==> config.mk <==
export PLATFORM = sky130hd
export DESIGN_NAME = viterbi_decoder
export DESIGN_NICKNAME = d
export VERILOG_FILES = /design/src/rtl/viterbi_pkg.sv /design/src/rtl/viterbi_decoder_acs.sv /design/src/rtl/viterbi_decoder.sv
export SDC_FILE = /design/constraint.sdc
export NUM_CORES = 1
export LEC_CHECK = 0
export ABC_AREA = 1
export ABC_CLOCK_PERIOD_IN_PS = 4080
export CAP_MARGIN = 20
export CORE_ASPECT_RATIO = 0.9
export CORE_MARGIN = 5
export CORE_UTILIZATION = 33
export CTS_CLUSTER_SIZE = 28
export DETAILED_ROUTE_END_ITERATION = 10
export DONT_BUFFER_PORTS = 1
export GPL_TIMING_DRIVEN = 0
export PLACE_DENSITY = 0.48
export SETUP_SLACK_MARGIN = 0.4
export SLEW_MARGIN = 20
export SYNTH_ARGS = -nofsm -noshare
export SYNTH_HDL_FRONTEND = slang
export SYNTH_HIERARCHICAL = 1
export SYNTH_SLANG_ARGS = --single-unit
==> constraint.sdc <==
create_clock -name clk -period 4.08 [get_ports clk]
set_clock_uncertainty 0.2 [all_clocks]
set_input_delay 0.816 -clock clk [delete_from_list [all_inputs] [get_ports clk]]
set_output_delay 0.816 -clock clk [all_outputs]
set_load 0.01 [all_outputs]
==> src/rtl/viterbi_pkg.sv <==
// viterbi_pkg: trellis constants and helpers shared by the K=3 rate-1/2 encoder and decoder
package viterbi_pkg;
  localparam logic [2:0] G1 = 3'b111;
  localparam logic [2:0] G0 = 3'b101;
  localparam int N_STATES = 4;
  localparam logic [1:0] S00 = 2'd0;
  typedef enum logic [1:0] {RUN, FIND, TB, DONE} fsm_t;
  function automatic logic [1:0] exp_sym(input logic [1:0] s, input logic u);
    return {^({u, s} & G1), ^({u, s} & G0)};
  endfunction
  function automatic logic [1:0] next_state(input logic [1:0] s, input logic u);
    return {u, s[1]};
  endfunction
  function automatic logic [1:0] popcnt2(input logic [1:0] x);
    return {1'b0, x[1]} + {1'b0, x[0]};
  endfunction
endpackage

==> src/rtl/viterbi_decoder_acs.sv <==
// viterbi_acs: saturating add-compare-select for one trellis state; ties favour the s0=0 predecessor
module viterbi_acs #(
  parameter int W = 5
) (
  input  logic [W-1:0] i_pm0,
  input  logic [W-1:0] i_pm1,
  input  logic [1:0]   i_bm0,
  input  logic [1:0]   i_bm1,
  output logic [W-1:0] o_pm,
  output logic         o_sel
);
  logic [W:0]   w_s0, w_s1;
  logic [W-1:0] w_c0, w_c1;
  assign w_s0  = {1'b0, i_pm0} + (W+1)'(i_bm0);
  assign w_s1  = {1'b0, i_pm1} + (W+1)'(i_bm1);
  assign w_c0  = w_s0[W] ? '1 : w_s0[W-1:0];
  assign w_c1  = w_s1[W] ? '1 : w_s1[W-1:0];
  assign o_sel = w_c1 < w_c0;
  assign o_pm  = o_sel ? w_c1 : w_c0;
endmodule

==> src/rtl/viterbi_decoder.sv <==
// viterbi_decoder: hard-decision 4-state Viterbi decoder, one frame of FRAME_LEN symbols,
// ACS per handshake, then min-metric search and traceback into a parallel output word.
module viterbi_decoder
  import viterbi_pkg::*;
#(
  parameter int FRAME_LEN = 6,
  parameter int METRIC_W  = 5
) (
  input  logic                 clk,
  input  logic                 rst_n,
  input  logic                 in_valid,
  output logic                 in_ready,
  input  logic [1:0]           in_sym,
  output logic                 out_valid,
  output logic [FRAME_LEN-1:0] out_bits,
  output logic [METRIC_W-1:0]  out_metric
);
  localparam int CW = $clog2(FRAME_LEN);
  fsm_t                  r_state, w_next;
  logic [CW-1:0]         r_cnt, r_t;
  logic [METRIC_W-1:0]   r_pm [N_STATES];
  logic [METRIC_W-1:0]   w_pm [N_STATES];
  logic [N_STATES-1:0]   w_sel;
  logic [N_STATES-1:0]   r_surv [FRAME_LEN];
  logic [1:0]            r_cur, w_best;
  logic [METRIC_W-1:0]   w_best_pm;
  logic [FRAME_LEN-2:0]  r_bits;
  logic                  w_hs;
  assign in_ready  = r_state == RUN;
  assign out_valid = r_state == DONE;
  assign w_hs      = in_valid & in_ready;
  // state {u,a} is reached from {a,0} and {a,1} with input u
  for (genvar n = 0; n < N_STATES; n++) begin : g_acs
    localparam logic [1:0] P0 = 2'(2 * (n % 2));
    localparam logic [1:0] P1 = 2'(2 * (n % 2) + 1);
    localparam logic       U  = 1'(n / 2);
    logic [1:0] w_bm0, w_bm1;
    assign w_bm0 = popcnt2(in_sym ^ exp_sym(P0, U));
    assign w_bm1 = popcnt2(in_sym ^ exp_sym(P1, U));
    viterbi_acs #(.W(METRIC_W)) u_acs (
      .i_pm0(r_pm[P0]),
      .i_pm1(r_pm[P1]),
      .i_bm0(w_bm0),
      .i_bm1(w_bm1),
      .o_pm (w_pm[n]),
      .o_sel(w_sel[n])
    );
  end
  always_ff @(posedge clk) begin
    if (!rst_n) r_state <= RUN;
    else        r_state <= w_next;
  end
  always_comb begin
    w_next = r_state;
    case (r_state)
      RUN:  w_next = (w_hs && r_cnt == CW'(FRAME_LEN - 1)) ? FIND : RUN;
      FIND: w_next = TB;
      TB:   w_next = (r_t == '0) ? DONE : TB;
      DONE: w_next = RUN;
      default: w_next = RUN;
    endcase
  end
  always_comb begin
    w_best    = '0;
    w_best_pm = r_pm[0];
    for (int i = 1; i < N_STATES; i++)
      if (r_pm[i] < w_best_pm) begin
        w_best    = 2'(i);
        w_best_pm = r_pm[i];
      end
  end
  always_ff @(posedge clk) begin
    if (!rst_n || r_state == DONE) begin
      for (int i = 0; i < N_STATES; i++) r_pm[i] <= (2'(i) == S00) ? '0 : '1;
      r_cnt <= '0;
    end else if (w_hs) begin
      r_pm  <= w_pm;
      r_cnt <= r_cnt + 1'b1;
    end
  end
  always_ff @(posedge clk) begin
    if (!rst_n) begin
      for (int i = 0; i < FRAME_LEN; i++) r_surv[i] <= '0;
      r_cur      <= '0;
      r_t        <= '0;
      r_bits     <= '0;
      out_bits   <= '0;
      out_metric <= '0;
    end else begin
      if (w_hs) r_surv[r_cnt] <= w_sel;
      if (r_state == FIND) begin
        out_metric <= w_best_pm;
        r_cur      <= w_best;
        r_t        <= CW'(FRAME_LEN - 1);
      end
      // bits enter at the top and shift down so symbol 0 ends at the MSB
      if (r_state == TB) begin
        r_bits <= {r_cur[1], r_bits[FRAME_LEN-2:1]};
        r_cur  <= {r_cur[0], r_surv[r_t][r_cur]};
        r_t    <= r_t - 1'b1;
        if (r_t == '0) out_bits <= {r_cur[1], r_bits};
      end
    end
  end
endmodule

==> impl_metrics.yaml, run 1 <==
routing:
  num_vias: 5070
  drtPass1Iterations: 5
  totalWireLength_mm: 15.3
  postRouteAntennaNets: 0
  wire_per_inst_um: 13.9
  vias_per_cell: 4.60
  drc: 0
  drt_iter0_drc: 292
yosys:
  synth_warnings: 6
  ys_ff_latch: 81
  synth_area_per_cell_um2: 7.35
  synth_edf_count: 32
  syn-cell-area_mm2: 0.00591
  synth_cell_type_count: 35
  syn_inst: 805
  yosysSeqAreaShare: 0.328
  async_flop_share: 0
  synth_ff_type: "dfxtp_1"
  synth_fp_nets: 874
place:
  placed_area_mm2: 0.00623
  detailed_place_hpwl_mm: 11.7
  gp_congestion: 0.833
  place_inst: 1045
  portBuffers: 0
layout:
  regArea_mm2: 0.00197
  layout.nets: 925
  drive_above_1_share: 0.224
  multi_input_area_mm2: 0.00375
  num-fill-cells: 1872
  diodes: 0
  fin_area_mm2: 0.00718
  area_growth_pct: 21.3
  final_cells: 1101
  finish.utilization: 0.407
min_path:
  hold_depth: 1
  hold_path.class: "register to register"
sta:
  hold_viol_final: 0
  finalSetupViolations: 0
  max_freq_mhz: 275
  fin_crit_ns: 3.63
  rsz0062_at_grt: "yes"
  worstMarginPinSlew_ns: 0.630
  timing.final.crit_share: 0.890
  relSlewSlack: 0.578
  slew_viol_final: 0
worst_setup_path:
  critPathRequiredTime_ns: 4.08
  rrSetupSlack_ns: 0.45
  critPathLaunch: "r_pm[19]$_SDFFE_PP0P_"
  slowest_stage: "dfxtp_4"
  cp-end-kind: "register"
  cp.buffers_inverters: 4
  path_cells: "inv_4, ha_4, nand2_4, nor2_2, nand2_2, nand3_4, nand2_2, o21ai_2, ha_4, nand2_1, o21bai_1, inv_1, nand2_2, nand2_4, buf_6, o21ai_4, ha_4, a21oi_4, nor2_4, a211oi_4, buf_4, nand3_1, nand3_1, a21oi_1"
  r2r_start: "r_pm[19]$_SDFFE_PP0P_"
  reg2reg_depth: 24
  crit_path_end: "out_metric[4]$_SDFFE_PN0N_"
  critical_path_arrival_ns: 3.63
  rr_endpoint: "out_metric[4]$_SDFFE_PN0N_"
  crit_family: "compound AO/OA/AOI/OAI gates"
  worstSetupPathDepth: 24
  critPathKind: "register to register"
  cp_slowest_stage_delay_ns: 0.36
  startpoint_type: "register"
  crit_fanout: 8
floorplanning:
  num_io_pins: 18
  die_y_um: 137
  initial_utilization: 0.336
  fp.dieW_um: 151
  fp-row-count: 46
  core_mm2: 0.0176
  die_area_mm2: 0.0207
grt:
  grt_util_all_layers: 0.153
  grt_max_degree: 17
  antenna_found_initial: 0
  grt_pass1_wl_mm: 24.9
  grt-ovfl-total: 0
  grt_pass1_vias: 4733
flow_run:
  cap_violations: 0
clock_tree:
  clock_latency_ns: 0.35
  htree_levels: 3
  clockBufferDepth: 2
  clock_sinks: 81
  cts_tree: "done"
  cts-root-buf: "clkbuf_16"
  cts_buffers: 9
  cts.reportedPaths.clkPinSlew_ns: 0.06
outcome:
  status: "finished clean"
[cell usage after synthesis, types with 13 or more instances]
master | n | area share
nand2_1 | 193 | 0.12
inv_1 | 127 | 0.081
nand2_2 | 24 | 0.025
nand3_1 | 51 | 0.043
ha_1 | 56 | 0.12
xor2_1 | 17 | 0.025
edfxtp_1 | 32 | 0.16
o21ai_0 | 40 | 0.034
dfxtp_1 | 49 | 0.17
clkbuf_1 | 13 | 0.0083
a21oi_1 | 24 | 0.020
nor2_1 | 94 | 0.060
[stage by stage]
| stage | hold slack [ns] | setup WS (ns) | setup TNS (ns) |
|---|---|---|---|
| after floorplan | 0.250 | 0.403 | 0 |
| after global placement | 0.289 | -0.271 | -2.98 |
| after detailed placement | 0.282 | -0.223 | -2.91 |
| after CTS | 0.303 | 0.402 | 0 |
| after global routing | 0.326 | 0.282 | 0 |
| final | 0.301 | 0.449 | 0 |
[sequential cells by signal (all words and copies together) (netlist names), named ones only]
name	count
out_bits	6
r_t	3
r_state	2
r_surv	32
out_metric	5
r_pm	20
r_cur	2
r_bits	5
r_cnt	3
[what timing repair did]
action                                 in CTS  in global routing
cloned                                      0                  1
buffers inserted                           12                 27
hold buffers                                0                  0
pin swaps                                  11                 34
endpoints found under the hold margin       0                  0
gates resized for setup                    32                 68
setup endpoints to repair                  23                 23
[per-layer routing]
| metal | vias to the layer above | share of wire | track usage |
|---|---|---|---|
| li1 | 2674 | - | - |
| met1 | 2336 | 0.55 | 0.235 |
| met2 | 54 | 0.42 | 0.223 |
| met3 | 6 | 0.024 | 0.0298 |
| met4 | 0 | 0.0072 | 0.0262 |
| met5 | - | 0 | 0 |
[layout make-up]
class,instances,area share
multi-input combinational,580,0.523
timing repair buffer,40,0.0424
clock inverter,7,0.00854
clock buffer,9,0.0314
sequential,81,0.275
tap,240,0.0418
buffer,14,0.00837
inverter,130,0.0697
[cells in the final DEF (no fill, tap or decap), drive strengths merged]
| cell type | Yosys | routed |
|---|---|---|
| nand3 | 53 | 53 |
| ha | 56 | 56 |
| a31oi | 1 | 1 |
| a211oi | 2 | 2 |
| a21boi | 4 | 4 |
| dfxtp | 49 | 49 |
| o211ai | 8 | 8 |
| fa | 8 | 8 |
| inv | 129 | 133 |
| o221ai | 8 | 8 |
| xor2 | 17 | 17 |
| clkbuf | 13 | 22 |
| nand2 | 227 | 227 |
| o21bai | 1 | 1 |
| nor2 | 103 | 103 |
| buf | 1 | 41 |
| o21ai | 49 | 49 |
| or2 | 4 | 4 |
| a21oi | 29 | 29 |
| clkinvlp | 0 | 1 |
| clkinv | 1 | 3 |
| nor3 | 5 | 5 |
| nand4 | 5 | 5 |
| edfxtp | 32 | 32 |
[logic make-up after synthesis]
logic type | synth area share
fa+ha+maj | 0.146
compound gates | 0.104
flops | 0.328
simple gates | 0.305
buf+inv | 0.0916
xor+xnor | 0.0252
[worst min path at each step]
| stage | startpoint | endpoint | slack, ns |
|---|---|---|---|
| 2_1_floorplan | r_bits[0]$_SDFFE_PN0P_ | out_bits[0]$_SDFFE_PN0P_ | 0.25 |
| 3_3_place_gp | r_t[1]$_SDFFE_PN0N_ | r_t[1]$_SDFFE_PN0N_ | 0.29 |
| 3_5_place_dp | r_bits[0]$_SDFFE_PN0P_ | r_bits[0]$_SDFFE_PN0P_ | 0.28 |
| 4_1_cts | r_t[0]$_SDFFE_PN0N_ | register | 0.30 |
| 5_1_grt | r_t[1]$_SDFFE_PN0N_ | register | 0.33 |
| 6_report | r_t[0]$_SDFFE_PN0N_ | register | 0.30 |
Power of run 1 is not shown: default switching activity piles up to over one toggle a cycle in this logic, so the estimate is an artifact.
==> run 2, diff against run 1 <==
- HOLD_SLACK_MARGIN: default -> 0.03
==> results of run 2 <==
The final DEF is identical to that of run 1; final timing and power are the same.
Power of run 2 is left out for the same reason.
